[src/rtl/vga_fb_arbiter.sv]
// Framebuffer SRAM arbiter: one display prefetch slot per 8-pixel group, host gets the rest.
// Optional VGA_FB_HOST_BLANK_ONLY_EN restricts host grants to blanking (display_en == 0).
module vga_fb_arbiter #(
  parameter int H_TOTAL        = 800,
  parameter int H_DISPLAY      = 640,
  parameter int V_TOTAL        = 525,
  parameter int V_DISPLAY      = 480,
  parameter int WORDS_PER_LINE = 80
) (
  input  logic        clk,
  input  logic        reset,
  input  logic [9:0]  h_count,
  input  logic [9:0]  v_count,
  input  logic        display_en,
  output logic        pixel_o,
  output logic        pixel_en_o,
  input  logic        host_req,
  input  logic        host_we,
  input  logic [15:0] host_addr,
  input  logic [7:0]  host_wdata,
  output logic        host_gnt,
  output logic [7:0]  host_rdata,
  output logic        host_rvalid,
  output logic [15:0] mem_addr,
  output logic        mem_re,
  output logic        mem_we,
  output logic [7:0]  mem_wdata,
  input  logic [7:0]  mem_rdata
);

  localparam logic [10:0] HT = 11'(H_TOTAL);
  localparam logic [10:0] HD = 11'(H_DISPLAY);
  localparam logic [9:0]  VT = 10'(V_TOTAL);
  localparam logic [9:0]  VD = 10'(V_DISPLAY);

  if ((WORDS_PER_LINE != H_DISPLAY / 8) || (H_TOTAL % 8 != 0) || (H_DISPLAY % 8 != 0)) begin : g_cfg_err
    $error("vga_fb_arbiter: inconsistent line geometry parameters");
  end

  logic        host_gnt_q, host_gnt_d;
  logic [15:0] mem_addr_q;
  logic        mem_re_q, mem_we_q;
  logic [7:0]  mem_wdata_q;
  logic        is_disp_q;
  logic        disp_pend_q;
  logic        host_rvalid_q;
  logic [7:0]  hold_q;
  logic [7:0]  sr_q, sr_d;
  logic        pixel_q, pixel_en_q;

  logic [10:0] tx;
  logic [9:0]  ty;
  logic [15:0] ty16;
  logic [15:0] disp_addr;
  logic        disp_slot;
  logic        blank_ok;

  always_comb begin
    tx = {1'b0, h_count} + 11'd7;
    ty = v_count;
    if (tx >= HT) begin
      tx = tx - HT;
      ty = (ty + 10'd1 == VT) ? '0 : ty + 10'd1;
    end
    disp_slot = (h_count[2:0] == 3'd1) && (tx < HD) && (ty < VD);
    ty16      = {6'b0, ty};
    disp_addr = (ty16 << 6) + (ty16 << 4) + {8'b0, tx[10:3]};
`ifdef VGA_FB_HOST_BLANK_ONLY_EN
    blank_ok  = !display_en;
`else
    blank_ok  = 1'b1;
`endif
    host_gnt_d = host_req && !disp_slot && !host_gnt_q && blank_ok;
    // Next shift value is also the pixel source, so pixel x leaves one clock after h_count == x.
    sr_d = (h_count[2:0] == 3'd0) ? hold_q : {sr_q[6:0], 1'b0};
  end

  always_ff @(posedge clk) begin
    if (reset) begin
      host_gnt_q    <= 1'b0;
      mem_addr_q    <= '0;
      mem_re_q      <= 1'b0;
      mem_we_q      <= 1'b0;
      mem_wdata_q   <= '0;
      is_disp_q     <= 1'b0;
      disp_pend_q   <= 1'b0;
      host_rvalid_q <= 1'b0;
      hold_q        <= '0;
      sr_q          <= '0;
      pixel_q       <= 1'b0;
      pixel_en_q    <= 1'b0;
    end else begin
      host_gnt_q <= host_gnt_d;
      if (disp_slot) begin
        mem_addr_q <= disp_addr;
        mem_re_q   <= 1'b1;
        mem_we_q   <= 1'b0;
        is_disp_q  <= 1'b1;
      end else if (host_gnt_d) begin
        mem_addr_q  <= host_addr;
        mem_re_q    <= !host_we;
        mem_we_q    <= host_we;
        mem_wdata_q <= host_wdata;
        is_disp_q   <= 1'b0;
      end else begin
        mem_re_q  <= 1'b0;
        mem_we_q  <= 1'b0;
        is_disp_q <= 1'b0;
      end
      disp_pend_q   <= mem_re_q && is_disp_q;
      host_rvalid_q <= mem_re_q && !is_disp_q;
      if (disp_pend_q) hold_q <= mem_rdata;
      sr_q       <= sr_d;
      pixel_q    <= sr_d[7];
      pixel_en_q <= display_en;
    end
  end

  assign host_gnt    = host_gnt_q;
  assign host_rvalid = host_rvalid_q;
  assign host_rdata  = host_rvalid_q ? mem_rdata : '0;
  assign mem_addr    = mem_addr_q;
  assign mem_re      = mem_re_q;
  assign mem_we      = mem_we_q;
  assign mem_wdata   = mem_wdata_q;
  assign pixel_o     = pixel_q;
  assign pixel_en_o  = pixel_en_q;

endmodule

[config.mk]
export PLATFORM = sky130hd
export DESIGN_NAME = vga_fb_arbiter
export DESIGN_NICKNAME = d
export VERILOG_FILES = /design/src/rtl/vga_fb_arbiter.sv
export SDC_FILE = /design/constraint.sdc
export NUM_CORES = 1
export LEC_CHECK = 0
export BUFFER_PORTS_ARGS = -buffer_cell sky130_fd_sc_hd__buf_2
export CAP_MARGIN = 20
export CORE_AREA = 2 2 85 87
export DETAILED_ROUTE_END_ITERATION = 8
export DIE_AREA = 0 0 87 89
export PLACE_DENSITY = 0.74
export SYNTH_ARGS = -nofsm -noshare
export SYNTH_HDL_FRONTEND = slang
export SYNTH_SLANG_ARGS = --single-unit
[constraint.sdc]
create_clock -name clk -period 11.21 [get_ports clk]
set_clock_uncertainty 0.05 [all_clocks]
set_input_delay 2.242 -clock clk [delete_from_list [all_inputs] [get_ports clk]]
set_output_delay 2.242 -clock clk [all_outputs]
set_load 0.02 [all_outputs]
==> results of run 1 <==
==> sequential cells by signal, indices dropped and copies added (netlist names) <==
register and flops:
sr_q 7, mem_addr 16, disp_pend_q 1, hold_q 8
is_disp_q 1, pixel_en_o 1, mem_we 1, mem_wdata 8
host_rvalid 1, host_gnt 1, pixel_o 1, mem_re 1
==> area by class of cell <==
| cell class | instances | area, um2 | share of cell area [%] |
|---|---|---|---|
| Sequential cell | 47 | 941 | 23.7 |
| Clock inverter | 3 | 67.6 | 1.70 |
| Tap cell | 80 | 100 | 2.52 |
| Inverter | 14 | 52.6 | 1.32 |
| Timing Repair Buffer | 96 | 485 | 12.2 |
| Clock buffer | 5 | 68.8 | 1.73 |
| Multi-Input combinational cell | 312 | 2260 | 56.8 |
==> cells by family after synthesis <==
kind of cell    Yosys count  share of synthesized area (%)
simple gates            145                           21.1
xor+xnor                 18                           4.70
compound gates           92                           21.9
buf+inv                  36                           4.74
flops                    47                           28.0
fa+ha+maj                24                           9.62
mux                      33                           9.85
==> layout by cell type (no fill, tap or decap), drive strengths merged, types with 5 or more instances in the layout <==
cell    count
a211oi      7
a21oi      14
and2       10
and3        5
buf        96
clkbuf      5
dfxtp      47
ha         21
inv        14
mux2i      33
nand2      53
nand3       8
nor2       32
nor3       11
o21ai      24
o31ai      15
xnor2       9
xor2        9
==> worst paths after layout <==
check / start / to / slack [ps] / depth (start not counted)
setup / recovery: h_count[2] / mem_addr[15] / 3980 / 20
hold / removal: is_disp_q / host_rvalid / 360 / 1
setup reg to reg: host_gnt / mem_wdata[0] / 9570 / 5
hold reg to reg: is_disp_q / host_rvalid / 360 / 1
==> per-layer routing <==
| metal | track usage (%) | wire length, um | vias to the layer above |
|---|---|---|---|
| met5 | 0 | 0 | - |
| met4 | 5.97 | 88 | 0 |
| met3 | 3.32 | 425 | 10 |
| met2 | 35.3 | 3640 | 96 |
| met1 | 26.4 | 3730 | 1393 |
| li1 | - | - | 1577 |
==> power by group through the flow <==
stage	combinational, mW	sequential, mW	clock [mW]
2_1_floorplan	0.0803	0.190	0
3_3_place_gp	0.123	0.181	0
3_5_place_dp	0.126	0.181	0
4_1_cts	0.126	0.178	0.147
5_1_grt	0.141	0.178	0.154
6_report	0.126	0.177	0.145
==> worst reg2reg max path, cell delays in order (launching register included) <==
cell,delay [ps]
dfxtp_1,320
nor2b_2,100
buf_4,290
a21boi_1,330
buf_4,270
mux2i_1,210
==> through the flow <==
stage / utilization, % / area, um2 / power [mW] / hold slack (ps)
5_1_grt: 59.1 / 3970 / 0.474 / 367
3_5_place_dp: 57.0 / 3830 / 0.307 / 356
6_report: 59.1 / 3970 / 0.449 / 358
4_1_cts: 59.0 / 3970 / 0.451 / 362
2_1_floorplan: - / 3350 / 0.270 / 339
3_3_place_gp: 57.0 / 3830 / 0.304 / 344
==> results.yml, run 1 <==
worst_setup_path:
  cp-end-kind: "register"
  cp_data_required_time_ps: 11350
  max_stage_delay_ps: 750
  worstSetupStartpointType: "input port"
  path_max_fanout: 22
  criticalPathCategory: "in2reg"
  worstPathArrival_ps: 7370
  path_cells: "buf_2 > o311a_1 > nand2_1 > xor2_1 > ha_1 > o21ai_2 > o31ai_4 > o21bai_1 > a22o_1 > inv_1 > fa_1 > inv_1 > fa_1 > a21o_1 > a21oi_1 > o21ai_0 > or4_1 > a31oi_1 > nor2_1 > o311a_1"
  crit_path_top_delay_cell: "o31ai_4"
  crit_family: "compound AO/OA/AOI/OAI gates"
  worst-path-buf-inv: 3
die:
  die_h_um: 89
  dieArea_mm2: 0.00774
  io_pins: 95
  die_x_um: 87
  start_util_pct: 49.9
  rows: 30
  coreArea_mm2: 0.00672
detailed_routing:
  routed_wl_um: 7890
  antenna_left: 0
  wl_per_cell_um: 14.2
  drt_iter0_drc: 189
  drc: 0
  num_vias: 3076
  dr.pass1.iters: 4
  routed_via_density: 5.52
clocking:
  postCtsResizedCells: 0
  h-tree-depth: 2
  ctsRootBufferMaster: "clkbuf_8"
  worstSkewPairLatency_ps: 300
  cts_hold_buf: 0
  tritoncts: "done"
  clkTransAtPathRegs_ps: 90
  cts_setup_buffers: 0
  cts-buffers-inserted: 5
  clock_sinks: 47
  cts_max_path_buffers: 2
power_and_ir_drop:
  intPower_uw: 314
  p_per_area_mw_per_mm2: 113
  p_sw_uw: 135
  p_leak_nw: 1.79
  pwr-share-seq_pct: 39.5
  clkPwrFrac_pct: 32.3
  switching_share_pct: 30.1
  vdd_ir_drop_max_mv: 0.0500
  p_comb_share_pct: 28.2
logic_synthesis:
  synth_area_mm2: 0.00335
  synth-main-ff-cell: "dfxtp_1"
  yosysMostFrequentCell: "nand2_1"
  synthCells: 395
  yosys_warnings: 0
  synth_nets: 476
  yosysUniqueCellTypes: 62
  ys_seq_elements: 47
  post-synth-top-area-cell: "dfxtp_1"
  synthTopCellsByCount: "nand2_1, dfxtp_1, mux2i_1"
  synth_edf_count: 0
  ys_seq_area_share_pct: 28.0
  yosys.area.top_type_share_pct: 28.0
  synthArstFlopShare_pct: 0
  yosys-top-cells-area: "dfxtp_1, mux2i_1, ha_1"
  avgSynthCellArea_um2: 8.49
global_route:
  grt_max_degree: 44
  globalRouteOverflowTotal: 0
  track_usage_pct: 20.4
  antenna_found_initial: 0
  grt_pass1_wl_um: 12900
  grt_pass1_vias: 2876
sta:
  setup_ws_ps: 3980
  fin_tns_setup_ps: 0
  grt_setup_unrepaired: "false"
  fmax_mhz: 138
  slew_headroom_pct: 35.4
  period_share_pct: 64.5
  min_period_ps: 7230
  finalSetupViolations: 0
  worst_pin_slew_ps: 967
  hold_violations: 0
  final_max_slew_viol_count: 0
run_status:
  status: "complete, no violations"
worst_hold_path:
  hold_class: "reg2reg"
placement:
  globalplace.congestion: 0.935
  portBuffers: 94
  dp_hpwl_um: 6270
  dp.cells: 548
  pre_cts_slack_ps: 3700
cells_and_area:
  final_cells: 557
  drive_above_1_share_pct: 26.8
  fill_cells: 628
  area_delta_synth_final_pct: 18.4
  diodes: 0
  final_nets: 557
flow_run:
  max_cap_violations: 0
Note: power is estimated with default switching activity, not from simulation.
==> run 2, diff against run 1 <==
--- a/config.mk
+++ b/config.mk
@@ -5,11 +5,12 @@
 export SDC_FILE = /design/constraint.sdc
 export NUM_CORES = 1
 export LEC_CHECK = 0
+export ABC_AREA = 1
 export BUFFER_PORTS_ARGS = -buffer_cell sky130_fd_sc_hd__buf_2
 export CAP_MARGIN = 20
-export CORE_AREA = 2 2 85 87
+export CORE_AREA = 2 2 84 86
 export DETAILED_ROUTE_END_ITERATION = 8
-export DIE_AREA = 0 0 87 89
+export DIE_AREA = 0 0 86 88
 export PLACE_DENSITY = 0.74
 export SYNTH_ARGS = -nofsm -noshare
 export SYNTH_HDL_FRONTEND = slang
==> constraint.sdc (replaced) <==
create_clock -name clk -period 6.7 [get_ports clk]
set_clock_uncertainty 0.05 [all_clocks]
set_input_delay 1.34 -clock clk [delete_from_list [all_inputs] [get_ports clk]]
set_output_delay 1.34 -clock clk [all_outputs]
set_load 0.02 [all_outputs]
==> run 2 against run 1 <==
Effect of this change: area after synthesis decreased by 3.6%; clock power increased by 19%; setup slack got worse by 2700 ps; core utilization decreased by 2.0 points; routed wire length down 3.8%; die area down 2.3%; sequential cell count stayed put; largest cell class unchanged.
==> results.yml, run 2 <==
run_status:
  status: "complete, no violations"
sta:
  fin_tns_setup_ps: 0
  finalSetupViolations: 0
  worst_pin_slew_ps: 998
  final_max_slew_viol_count: 0
  slew_headroom_pct: 33.4
  fmax_mhz: 184
  setup_ws_ps: 1270
  period_share_pct: 81.0
  hold_violations: 0
  grt_setup_unrepaired: "false"
  min_period_ps: 5430
detailed_routing:
  antenna_left: 0
  routed_wl_um: 7590
  drt_iter0_drc: 140
  wl_per_cell_um: 11.7
  routed_via_density: 5.01
  num_vias: 3249
  dr.pass1.iters: 4
  drc: 0
worst_setup_path:
  r2r_cells: 7
  worstSetupStartpointType: "input port"
  cp_data_required_time_ps: 6850
  r2r-end: "mem_addr[5]"
  max_stage_delay_ps: 490
  cp-end-kind: "register"
  crit_path_top_delay_cell: "fa_1"
  path_max_fanout: 19
  worstPathArrival_ps: 5580
  worstReg2RegStart: "host_gnt"
  criticalPathCategory: "in2reg"
  critPathCapture: "mem_addr[14]"
  crit_path_frequent_cell: "nand2_1"
  r2r_slack_ps: 4470
  startpoint: "h_count[2]"
placement:
  pre_cts_slack_ps: 961
  globalplace.congestion: 0.818
  dp_hpwl_um: 6160
  portBuffers: 94
cells_and_area:
  drive_above_1_share_pct: 23.4
  diodes: 0
  final_cell_mix: "buf_2, nand2_1, inv_1, nor2_1, nand3_1"
  final_nets: 649
  multi_input_area_mm2: 0.00192
  regArea_um2: 941
  largest_reg_flops: 16
  area_delta_synth_final_pct: 17.3
  final_common_cell: "buf_2"
  fill_cells: 668
clocking:
  ctsRootBufferMaster: "clkbuf_8"
  cts_setup_buffers: 0
  postCtsResizedCells: 0
  cts-buffers-inserted: 5
  cts_max_path_buffers: 2
  worstSkewPairLatency_ps: 310
  clkTransAtPathRegs_ps: 80
  clock_sinks: 47
  cts_hold_buf: 0
  tritoncts: "done"
  h-tree-depth: 2
logic_synthesis:
  synth-main-ff-cell: "dfxtp_1"
  synth_edf_count: 0
  post-synth-top-area-cell: "dfxtp_1"
  yosys_warnings: 0
  ys_seq_area_share_pct: 29.1
  synth_nets: 566
  synth_compound_area_share_pct: 8.32
  synthXorXnorAreaFrac_pct: 3.52
  yosys-top-cells-area: "dfxtp_1, nand2_1, nand3_1"
  yosysUniqueCellTypes: 35
  synth_top_family_by_area: "simple AND/OR/NAND/NOR gates"
  yosysMostFrequentCell: "nand2_1"
  synth_area_mm2: 0.00323
  synth_mux_area_share_pct: 0
  yosys.area_share.simple_pct: 37.6
  synthArstFlopShare_pct: 0
  synthTopCellsByCount: "nand2_1, inv_1, nor2_1"
  yosys.area.top_type_share_pct: 29.1
  ys_seq_elements: 47
  synthCells: 485
  avgSynthCellArea_um2: 6.67
  synthAdderAreaFrac_pct: 9.98
die:
  dieArea_mm2: 0.00757
  start_util_pct: 48.7
  die_x_um: 86
  io_pins: 95
  coreArea_mm2: 0.00664
  rows: 30
  die_h_um: 88
global_route:
  track_usage_pct: 20.7
  grt_pass1_wl_um: 12800
  grt_pass1_vias: 2966
  antenna_found_initial: 0
  globalRouteOverflowTotal: 0
  grt_max_degree: 39
power_and_ir_drop:
  vdd_ir_drop_max_mv: 0.0928
  p_leak_nw: 2.16
  p_per_area_mw_per_mm2: 189
flow_run:
  max_cap_violations: 0
worst_hold_path:
  hold_class: "reg2reg"
  hold_start: "is_disp_q"
  holdPathStages: 1
## run 2: worst min path at each step
stage | endpoint | slack, ps
6_report | host_rvalid | 360
5_1_grt | host_rvalid | 400
4_1_cts | host_rvalid | 370
3_5_place_dp | host_rvalid | 350
3_3_place_gp | host_rvalid | 350
2_1_floorplan | host_rvalid | 340
## run 2: metrics by stage
stage / util (%) / power [mW] / cell area, um2 / cells / hold WS (ps)
finish: 57.1 / 0.718 / 3790 / 649 / 364
global route: 57.1 / 0.771 / 3790 / 649 / 395
CTS: 57.1 / 0.721 / 3790 / 649 / 368
detailed placement: 55.8 / 0.552 / 3710 / 641 / 354
global placement: 55.8 / 0.547 / 3710 / 641 / 348
floorplan: - / 0.487 / 3230 / 485 / 340
## run 2: worst max-delay path: cells and delay by family
kind | cells | cell delay (ps)
buf+inv | 4 | 380
compound gates | 7 | 1000
simple gates | 16 | 1780
fa+ha+maj | 3 | 1070
## run 2: final cells by class
class | instances | area share, %
sequential | 47 | 24.8
multi-input combinational | 348 | 50.7
inverter | 72 | 7.16
clock buffer | 5 | 1.81
tap | 80 | 2.64
timing repair buffer | 94 | 12.4
clock inverter | 3 | 0.495
## run 2: per-layer routing
metal / vias to the layer above / global-route usage (%) / share of wire [%]
li1: 1715 / - / -
met1: 1446 / 24.9 / 45
met2: 78 / 36.9 / 47
met3: 10 / 3.30 / 5.4
met4: 0 / 8.23 / 2.1
met5: - / 0 / 0
## run 2: report_power, final
group          internal [mW]  switching (mW)
logic                 0.0938           0.152
registers              0.294         0.00675
clock network         0.0735          0.0983
total                  0.461           0.257
## run 2: kinds of logic (layout without fill, tap and decap cells)
group | count (synthesis) | after routing
adders and majority gates | 24 | 24
DFF | 47 | 47
AOI/OAI and AO/OA | 50 | 50
buffers and inverters | 90 | 174
and+or+nand+nor | 261 | 261
xor gates and xnor gates | 13 | 13
